`src/rtl/fmul_norm_ctrl_if.sv`:
```
// Handshake bundle between the FloatMul rounding stage, the normalization
// controller and the result packer. The master drives operands and out_ready.
interface fmul_norm_ctrl_if #(
    parameter int MW = 11,
    parameter int EW = 5,
    parameter int SW = 4
);
    logic          in_valid;
    logic          in_ready;
    logic [MW-1:0] in_mant;
    logic [EW-1:0] in_exp;
    logic          out_valid;
    logic          out_ready;
    logic [MW-1:0] out_mant;
    logic [EW-1:0] out_exp;
    logic [SW-1:0] out_shamt;
    logic          out_zero;
    logic          out_uflow;

    modport master (
        output in_valid, in_mant, in_exp, out_ready,
        input  in_ready, out_valid, out_mant, out_exp, out_shamt, out_zero, out_uflow
    );

    modport slave (
        input  in_valid, in_mant, in_exp, out_ready,
        output in_ready, out_valid, out_mant, out_exp, out_shamt, out_zero, out_uflow
    );
endinterface

```
`src/rtl/fmul_norm_ctrl.sv`:
```
// Iterative left-normalization controller: shifts the significand until bit MW-1 is set.
// Optional NORM_FAST4_EN adds a 4-bit shift step when the top nibble is zero.
module fmul_norm_ctrl #(
    parameter int MW = 11,
    parameter int EW = 5,
    parameter int SW = 4
) (
    input  logic                  clk,
    input  logic                  rst_n,
    fmul_norm_ctrl_if.slave       bus,
    output logic                  busy
);

    typedef enum logic [1:0] {IDLE, SHIFT, DONE} state_t;

    state_t        state;
    logic [MW-1:0] mant_p0;
    logic [EW-1:0] exp_p0;
    logic [SW-1:0] shamt_p0;
    logic          zero_p0;
    logic          uflow_p0;
    logic          vld_p0;

    logic          shift_sel;
    logic          step4;
    logic [MW-1:0] step_mant;
    logic [EW-1:0] step_exp;
    logic [SW-1:0] step_shamt;
    logic          step_stop;
    logic          step_uflow;

    // Exponent decrement that clamps at zero instead of wrapping.
    function automatic logic [EW-1:0] sat_dec(input logic [EW-1:0] e, input logic [EW-1:0] d);
        return (e >= d) ? (e - d) : '0;
    endfunction

    always_comb begin
        shift_sel = (state == SHIFT);
        step4     = 1'b0;
`ifdef NORM_FAST4_EN
        step4     = shift_sel && (mant_p0[MW-1:MW-4] == 4'd0) && (exp_p0 >= EW'(4));
`endif
        step_mant  = mant_p0;
        step_exp   = exp_p0;
        step_shamt = shamt_p0;
        if (step4) begin
            step_mant  = mant_p0 << 4;
            step_exp   = sat_dec(exp_p0, EW'(4));
            step_shamt = shamt_p0 + SW'(4);
        end else if (shift_sel) begin
            step_mant  = mant_p0 << 1;
            step_exp   = sat_dec(exp_p0, EW'(1));
            step_shamt = shamt_p0 + SW'(1);
        end
        step_stop  = step_mant[MW-1] || (step_exp == '0);
        step_uflow = (step_exp == '0) && !step_mant[MW-1];
    end

    always_ff @(posedge clk or negedge rst_n) begin
        if (!rst_n) begin
            state    <= IDLE;
            mant_p0  <= '0;
            exp_p0   <= '0;
            shamt_p0 <= '0;
            zero_p0  <= 1'b0;
            uflow_p0 <= 1'b0;
            vld_p0   <= 1'b0;
        end else begin
            case (state)
                IDLE: begin
                    if (bus.in_valid) begin
                        mant_p0  <= bus.in_mant;
                        exp_p0   <= bus.in_exp;
                        shamt_p0 <= '0;
                        zero_p0  <= 1'b0;
                        uflow_p0 <= 1'b0;
                        if (bus.in_mant == '0) begin
                            exp_p0  <= '0;
                            zero_p0 <= 1'b1;
                            state   <= DONE;
                            vld_p0  <= 1'b1;
                        end else if (bus.in_mant[MW-1]) begin
                            state  <= DONE;
                            vld_p0 <= 1'b1;
                        end else if (bus.in_exp == '0) begin
                            uflow_p0 <= 1'b1;
                            state    <= DONE;
                            vld_p0   <= 1'b1;
                        end else begin
                            state <= SHIFT;
                        end
                    end
                end
                SHIFT: begin
                    mant_p0  <= step_mant;
                    exp_p0   <= step_exp;
                    shamt_p0 <= step_shamt;
                    if (step_stop) begin
                        uflow_p0 <= step_uflow;
                        state    <= DONE;
                        vld_p0   <= 1'b1;
                    end
                end
                DONE: begin
                    if (bus.out_ready) begin
                        state  <= IDLE;
                        vld_p0 <= 1'b0;
                    end
                end
                default: begin
                    state  <= IDLE;
                    vld_p0 <= 1'b0;
                end
            endcase
        end
    end

    assign bus.in_ready  = (state == IDLE);
    assign busy          = (state != IDLE);
    assign bus.out_valid = vld_p0;
    assign bus.out_mant  = mant_p0;
    assign bus.out_exp   = exp_p0;
    assign bus.out_shamt = shamt_p0;
    assign bus.out_zero  = zero_p0;
    assign bus.out_uflow = uflow_p0;

endmodule

```
`src/flat_wrapper.sv`:
```
// flat-port wrapper written by rule: the top's interface ports become plain ports
module fmul_norm_ctrl_flat 
#(
    parameter int MW = 11,
    parameter int EW = 5,
    parameter int SW = 4
)
  (clk, rst_n, busy, bus_in_valid, bus_in_mant, bus_in_exp, bus_out_ready, bus_in_ready, bus_out_valid, bus_out_mant, bus_out_exp, bus_out_shamt, bus_out_zero, bus_out_uflow);
  fmul_norm_ctrl_if #(.MW(MW), .EW(EW), .SW(SW)) bus_i ();
  input  logic clk;
  input  logic rst_n;
  output logic busy;
  input wire logic [$bits(bus_i.in_valid)-1:0] bus_in_valid;
  input wire logic [$bits(bus_i.in_mant)-1:0] bus_in_mant;
  input wire logic [$bits(bus_i.in_exp)-1:0] bus_in_exp;
  input wire logic [$bits(bus_i.out_ready)-1:0] bus_out_ready;
  output wire logic [$bits(bus_i.in_ready)-1:0] bus_in_ready;
  output wire logic [$bits(bus_i.out_valid)-1:0] bus_out_valid;
  output wire logic [$bits(bus_i.out_mant)-1:0] bus_out_mant;
  output wire logic [$bits(bus_i.out_exp)-1:0] bus_out_exp;
  output wire logic [$bits(bus_i.out_shamt)-1:0] bus_out_shamt;
  output wire logic [$bits(bus_i.out_zero)-1:0] bus_out_zero;
  output wire logic [$bits(bus_i.out_uflow)-1:0] bus_out_uflow;
  assign bus_i.in_valid = bus_in_valid;
  assign bus_i.in_mant = bus_in_mant;
  assign bus_i.in_exp = bus_in_exp;
  assign bus_i.out_ready = bus_out_ready;
  assign bus_in_ready = bus_i.in_ready;
  assign bus_out_valid = bus_i.out_valid;
  assign bus_out_mant = bus_i.out_mant;
  assign bus_out_exp = bus_i.out_exp;
  assign bus_out_shamt = bus_i.out_shamt;
  assign bus_out_zero = bus_i.out_zero;
  assign bus_out_uflow = bus_i.out_uflow;
  fmul_norm_ctrl #(.MW(MW), .EW(EW), .SW(SW)) u_core (.clk(clk), .rst_n(rst_n), .bus(bus_i), .busy(busy));
endmodule
```
`config.mk`:
```
export PLATFORM = sky130hd
export DESIGN_NAME = fmul_norm_ctrl_flat
export DESIGN_NICKNAME = d
export VERILOG_FILES = /design/src/rtl/fmul_norm_ctrl_if.sv /design/src/rtl/fmul_norm_ctrl.sv /design/src/flat_wrapper.sv
export SDC_FILE = /design/constraint.sdc
export NUM_CORES = 1
export LEC_CHECK = 0
export BUFFER_PORTS_ARGS = -buffer_cell sky130_fd_sc_hd__buf_4
export CORE_MARGIN = 2
export CORE_UTILIZATION = 56
export CTS_BUF_LIST = sky130_fd_sc_hd__clkbuf_8
export CTS_CLUSTER_DIAMETER = 100
export DETAILED_ROUTE_END_ITERATION = 7
export PLACE_DENSITY = 0.87
export SLEW_MARGIN = 15
export SYNTH_ARGS = -nofsm -noshare
export SYNTH_HDL_FRONTEND = slang
export SYNTH_SLANG_ARGS = --single-unit
export TNS_END_PERCENT = 50
```
`constraint.sdc`:
```
create_clock -name clk -period 5.14 [get_ports clk]
set_input_delay 1.028 -clock clk [delete_from_list [all_inputs] [get_ports clk]]
set_output_delay 1.028 -clock clk [all_outputs]
set_load 0.01 [all_outputs]
```
Yosys cells after proc, flatten, opt, wreduce, memory -nomap -nowiden. Cells that the tools add are included.

$add $sub $neg: 2. $mul: 0. Div/mod/pow operators: 0. Magnitude comparators: 1. Eq/ne operators: 6. Shifts and indexed selects: 0. Mux-type cells: 31. Bitwise gates (word level): 0. Reductions and logical operators: 14.

Operators with widths (number): 11-bit 2-to-1 mux (2); 11-bit case mux with 2 select lines (1); 5-bit 2-to-1 mux (4); 1-bit 2-to-1 mux (12); 2-bit 2-to-1 mux (6); 11-bit logical NOT (1); 5-bit logical NOT (2); 5-bit case mux with 2 select lines (1); 4-bit case mux with 2 select lines (1); 2-bit inequality test, second input constant (3); 2-bit case mux with 3 select lines (1); 3-bit AND reduction (2); 5-bit by 1-bit >= comparator with 1-bit output, second input constant (1); 5-bit by 1-bit subtractor with 5-bit output, second input constant (1); 4-bit by 1-bit adder with 4-bit output, second input constant (1); 4-bit 2-to-1 mux (1); 4-bit by 2-bit inequality test with 1-bit output, second input constant (1); 2-bit AND reduction (2); 4-bit AND reduction (1); 2-bit nonzero test (2); 1-bit case mux with 3 select lines (1); 2-bit by 1-bit == test with 1-bit output, second input constant (1); 2-bit == test, second input constant (1); 2-bit logical NOT (1); 4 further kinds (4).

Flip-flop bits (word level): 25. Bits in latches: 0. Bits in writable memories: 0. Bits in read-only memories: 0. Input port bits: 20. Output and inout bits: 25. Word-level logic and storage cells: 61. Memories: 0.

Depth between registers and ports, before layout.
Depth in word-level cells: 7. Mapped depth: 7. Gate-level depth less buffers: 7.

Worst setup path before layout. No wires, ideal clock.

Path kind: in2reg. Start: input bus_in_exp[0]. End: register u_core.state[1]. Library setup time: 0.064 ns. Data arrival time: 1.971 ns. Required time: 5.076 ns. Path slack: 3.105 ns. Stages on the path: 5. Buffers on the path: 0. Path through: or4_1 > nor2_1 > o41ai_1 > a21oi_2 > a21o_1.

Word-level cells in the longest chain between the ends: 6.

RTL lines: start, declared (line flat_wrapper.sv:15) `input wire logic [$bits(bus_i.in_exp)-1:0] bus_in_exp;`; 5-bit logical NOT (line fmul_norm_ctrl.sv:85) `end else if (bus.in_exp == '0) begin`; 2-bit 2-to-1 mux (line fmul_norm_ctrl.sv:85); 2-bit 2-to-1 mux (line fmul_norm_ctrl.sv:82) `end else if (bus.in_mant[MW-1]) begin`; 2-bit 2-to-1 mux (line fmul_norm_ctrl.sv:77) `if (bus.in_mant == '0) begin`; 2-bit 2-to-1 mux (line fmul_norm_ctrl.sv:71) `if (bus.in_valid) begin`; 2-bit case mux with 3 select lines (line fmul_norm_ctrl.sv:69) `case (state)`; end signal, assigned (line fmul_norm_ctrl.sv:80) `state <= DONE;`; end signal, assigned (line fmul_norm_ctrl.sv:83) `state <= DONE;`; end signal, assigned (line fmul_norm_ctrl.sv:87) `state <= DONE;`; end, declared (line fmul_norm_ctrl.sv:16) `state_t state;`.

No other way between the ends. The select of a mux whose other input is x is not followed. A chain may end at the register's enable or synchronous reset.

Worst setup path after layout.
Start: register u_core.state[0]. End: output busy.

Word-level cells in the longest chain between the ends: 1.

RTL lines: start signal, assigned (line fmul_norm_ctrl.sv:61) `state <= IDLE;`; start signal, assigned (line fmul_norm_ctrl.sv:80); start signal, assigned (line fmul_norm_ctrl.sv:83); 2-bit nonzero test (line fmul_norm_ctrl.sv:119) `assign busy = (state != IDLE);`; end, declared (line flat_wrapper.sv:12) `output logic busy;`.

No other way between the ends.

==> flow_summary.toml <==
[outcome]
status = "finished clean"

[finish]
final_common_cell = "buf_4"
multi_input_area_um2 = 734
most-common-layout-cells = "buf_4 (44), nand2_1 (28), nor2_1 (25), dfrtp_1 (25), a31oi_1 (11)"
instances_no_fill = 233
regArea_um2 = 626
drive_gt1_share_pct = 29.1
area.growth.synth_to_final_pct = 26.3
diodes = 0
fillers = 181
layout.nets = 227

[clock_tree]
cts_buffer_depth = 2
clk_pin_slew_ns = 0.08
post_cts_resized = 0
clkSinkCount = 25
cts_buffers = 3
postCtsHoldBufs = 0
root_buffer = "clkbuf_8"
cts_max_level = 1
cts_tree = "built"
clk_latency_ns = 0.26
cts_setup_buffers = 0

[global_route]
grt_usage_pct = 26.9
gr-total-overflow = 0
antenna_found_initial = 0
grt_pass1_wl_um = 5690
grt_pass1_vias = 1272
grt_max_degree = 28

[sta]
setup_viol = 0
rsz0062_at_grt = "no"
min_period_over_period_pct = 44.6
setup_tns_ns = 0
layout_setup_ws_ns = 2.85
skew_ns = 0.00122
drv_slew = 0
final-hold-violation-count = 0
fin_crit_ns = 2.29
max-slew-margin-rel_pct = 32.7
timing.fmax_mhz = 436
tightest_slew_ns = 1.01

[placed_design]
gp_congestion = 0.877
dp_cells = 229
post-place-ws_ns = 2.64
hpwl_um = 2670
io_buffers = 44

[job]
drv_cap = 0

[power_and_ir_drop]
irDropWorstVdd_v = 0.000356
powerDensity_mw_per_mm2 = 602
p_leak_nw = 0.834

[setup_path]
crit_arrival_ns = 1.26
path_max_fanout = 13
crit_type = "flop to output pin"
cp.required_ns = 4.11
worstSetupEndpointType = "output pin"
cp-start-kind = "flop"

[floorplanning]
die-width_um = 54.3
core_mm2 = 0.00243
die_h_um = 54.3
die_area_mm2 = 0.00295
io_pins = 45
start_util_pct = 58.2
core.rowCount = 18

[route]
drt_iter0_markers = 34
route.detailed.drc = 0
dr.pass1.iters = 4
wl_per_cell_um = 15.4
ant_nets = 0
viasPerCell = 6.01
routed_wl_um = 3590
routed-via-count = 1400

[synthesis]
synthCells = 163
synthDistinctLibCells = 45
synth-seq-area-share_pct = 44.2
synth_warnings = 0
avgSynthCellArea_um2 = 8.68
syn_nets = 186
synth_area_mm2 = 0.00142
synth-seq-cells = 25

[worst_hold_path]
min_path_type = "flop to flop"
cell type report:
cell class	count	area share, %
Clock inverter	1	0.210
Multi-Input combinational cell	126	41.1
Timing Repair Buffer	44	18.5
Clock buffer	3	2.31
Inverter	4	0.840
Sequential cell	25	35.0
Tap cell	30	2.10
metal layers:
| metal | vias up | wire, um | part of all wire [%] | GRT usage (%) |
|---|---|---|---|---|
| met3 | 8 | 207 | 5.8 | 3.55 |
| met4 | 0 | 57 | 1.6 | 11.3 |
| met5 | - | 0 | 0 | 0 |
| li1 | 659 | - | - | - |
| met2 | 63 | 1800 | 50 | 43.8 |
| met1 | 670 | 1520 | 42 | 35.9 |
sequential cells by signal, summed over array words and instances (netlist names):
signal / count
u_core.bus.out_uflow: 1
u_core.bus.out_zero: 1
u_core.bus.out_valid: 1
u_core.bus.out_exp: 5
u_core.bus.out_shamt: 4
u_core.state: 2
u_core.bus.out_mant: 11
cell usage after synthesis:
library cell	count	area, um2
clkbuf_2	1	5.00
nor2_1	25	93.8
o21ai_0	8	40.0
or3_2	1	7.51
buf_2	1	5.00
buf_6	1	11.3
and2b_2	1	8.76
nor2b_1	2	12.5
a31oi_2	1	12.5
buf_1	2	7.51
or4_1	2	15.0
or2_2	1	6.26
nor3b_1	1	7.51
o22ai_1	1	6.26
dfrtp_1	25	626
o21ai_1	2	10.0
a22o_1	3	26.3
nor2_2	1	6.26
a31oi_1	11	68.8
nand3b_1	1	7.51
ha_1	3	37.5
nand2_1	28	105
inv_1	4	15.0
a21oi_2	1	8.76
a21oi_1	8	40.0
nand3_1	2	10.0
nor4bb_1	1	10.0
mux2i_1	1	10.0
nor3_1	3	15.0
o41ai_1	1	8.76
xor2_1	1	8.76
or4_4	1	11.3
and3_1	1	6.26
a21o_1	2	15.0
clkbuf_1	3	11.3
nand2b_1	1	6.26
o31ai_4	1	21.3
a22oi_1	1	7.51
mux2_2	2	22.5
a221oi_2	1	15.0
nor3_2	1	10.0
a211oi_1	1	7.51
a32oi_1	1	8.76
o211ai_1	1	7.51
nor4_1	2	12.5
power breakdown:
group,internal [mW],switching (mW)
logic,0.259,0.297
registers,0.285,0.123
clock network,0.0533,0.0582
worst paths after layout:
check,cells past startpoint,slack (ns),startpoint,endpoint
worst max-delay path,3,2.85,u_core.state[0],busy
worst min-delay path,1,0.49,u_core.bus.out_valid,u_core.bus.out_valid
worst max register to register,5,3.04,u_core.state[0],u_core.state[1]
worst min register to register,1,0.49,u_core.bus.out_valid,u_core.bus.out_valid
max in group asynchronous,1,4.24,rst_n,u_core.bus.out_valid
min in group asynchronous,1,0.66,rst_n,u_core.bus.out_mant[7]
logic make-up after synthesis:
logic type	Yosys count	synth area share, %
buf+inv	12	3.89
xor+xnor	1	0.619
simple gates	75	24.8
compound gates	44	21.5
fa+ha+maj	3	2.65
flops	25	44.2
mux	3	2.30
worst max-delay path: stages, from the launching register on:
cell and delay (ns):
dfrtp_1 0.55, nor2_1 0.24, inv_1 0.07, buf_4 0.14
stage by stage:
stage / hold WS [ns] / utilization [%] / power, mW / instance area (um2)
floorplan: 0.518 / - / 0.738 / 1420
finish: 0.492 / 73.5 / 1.08 / 1790
global route: 0.516 / 73.5 / 1.17 / 1790
detailed placement: 0.480 / 71.7 / 0.966 / 1740
global placement: 0.462 / 71.7 / 0.935 / 1740
CTS: 0.499 / 73.5 / 1.08 / 1790
Note: power is estimated with default switching activity, not from simulation.
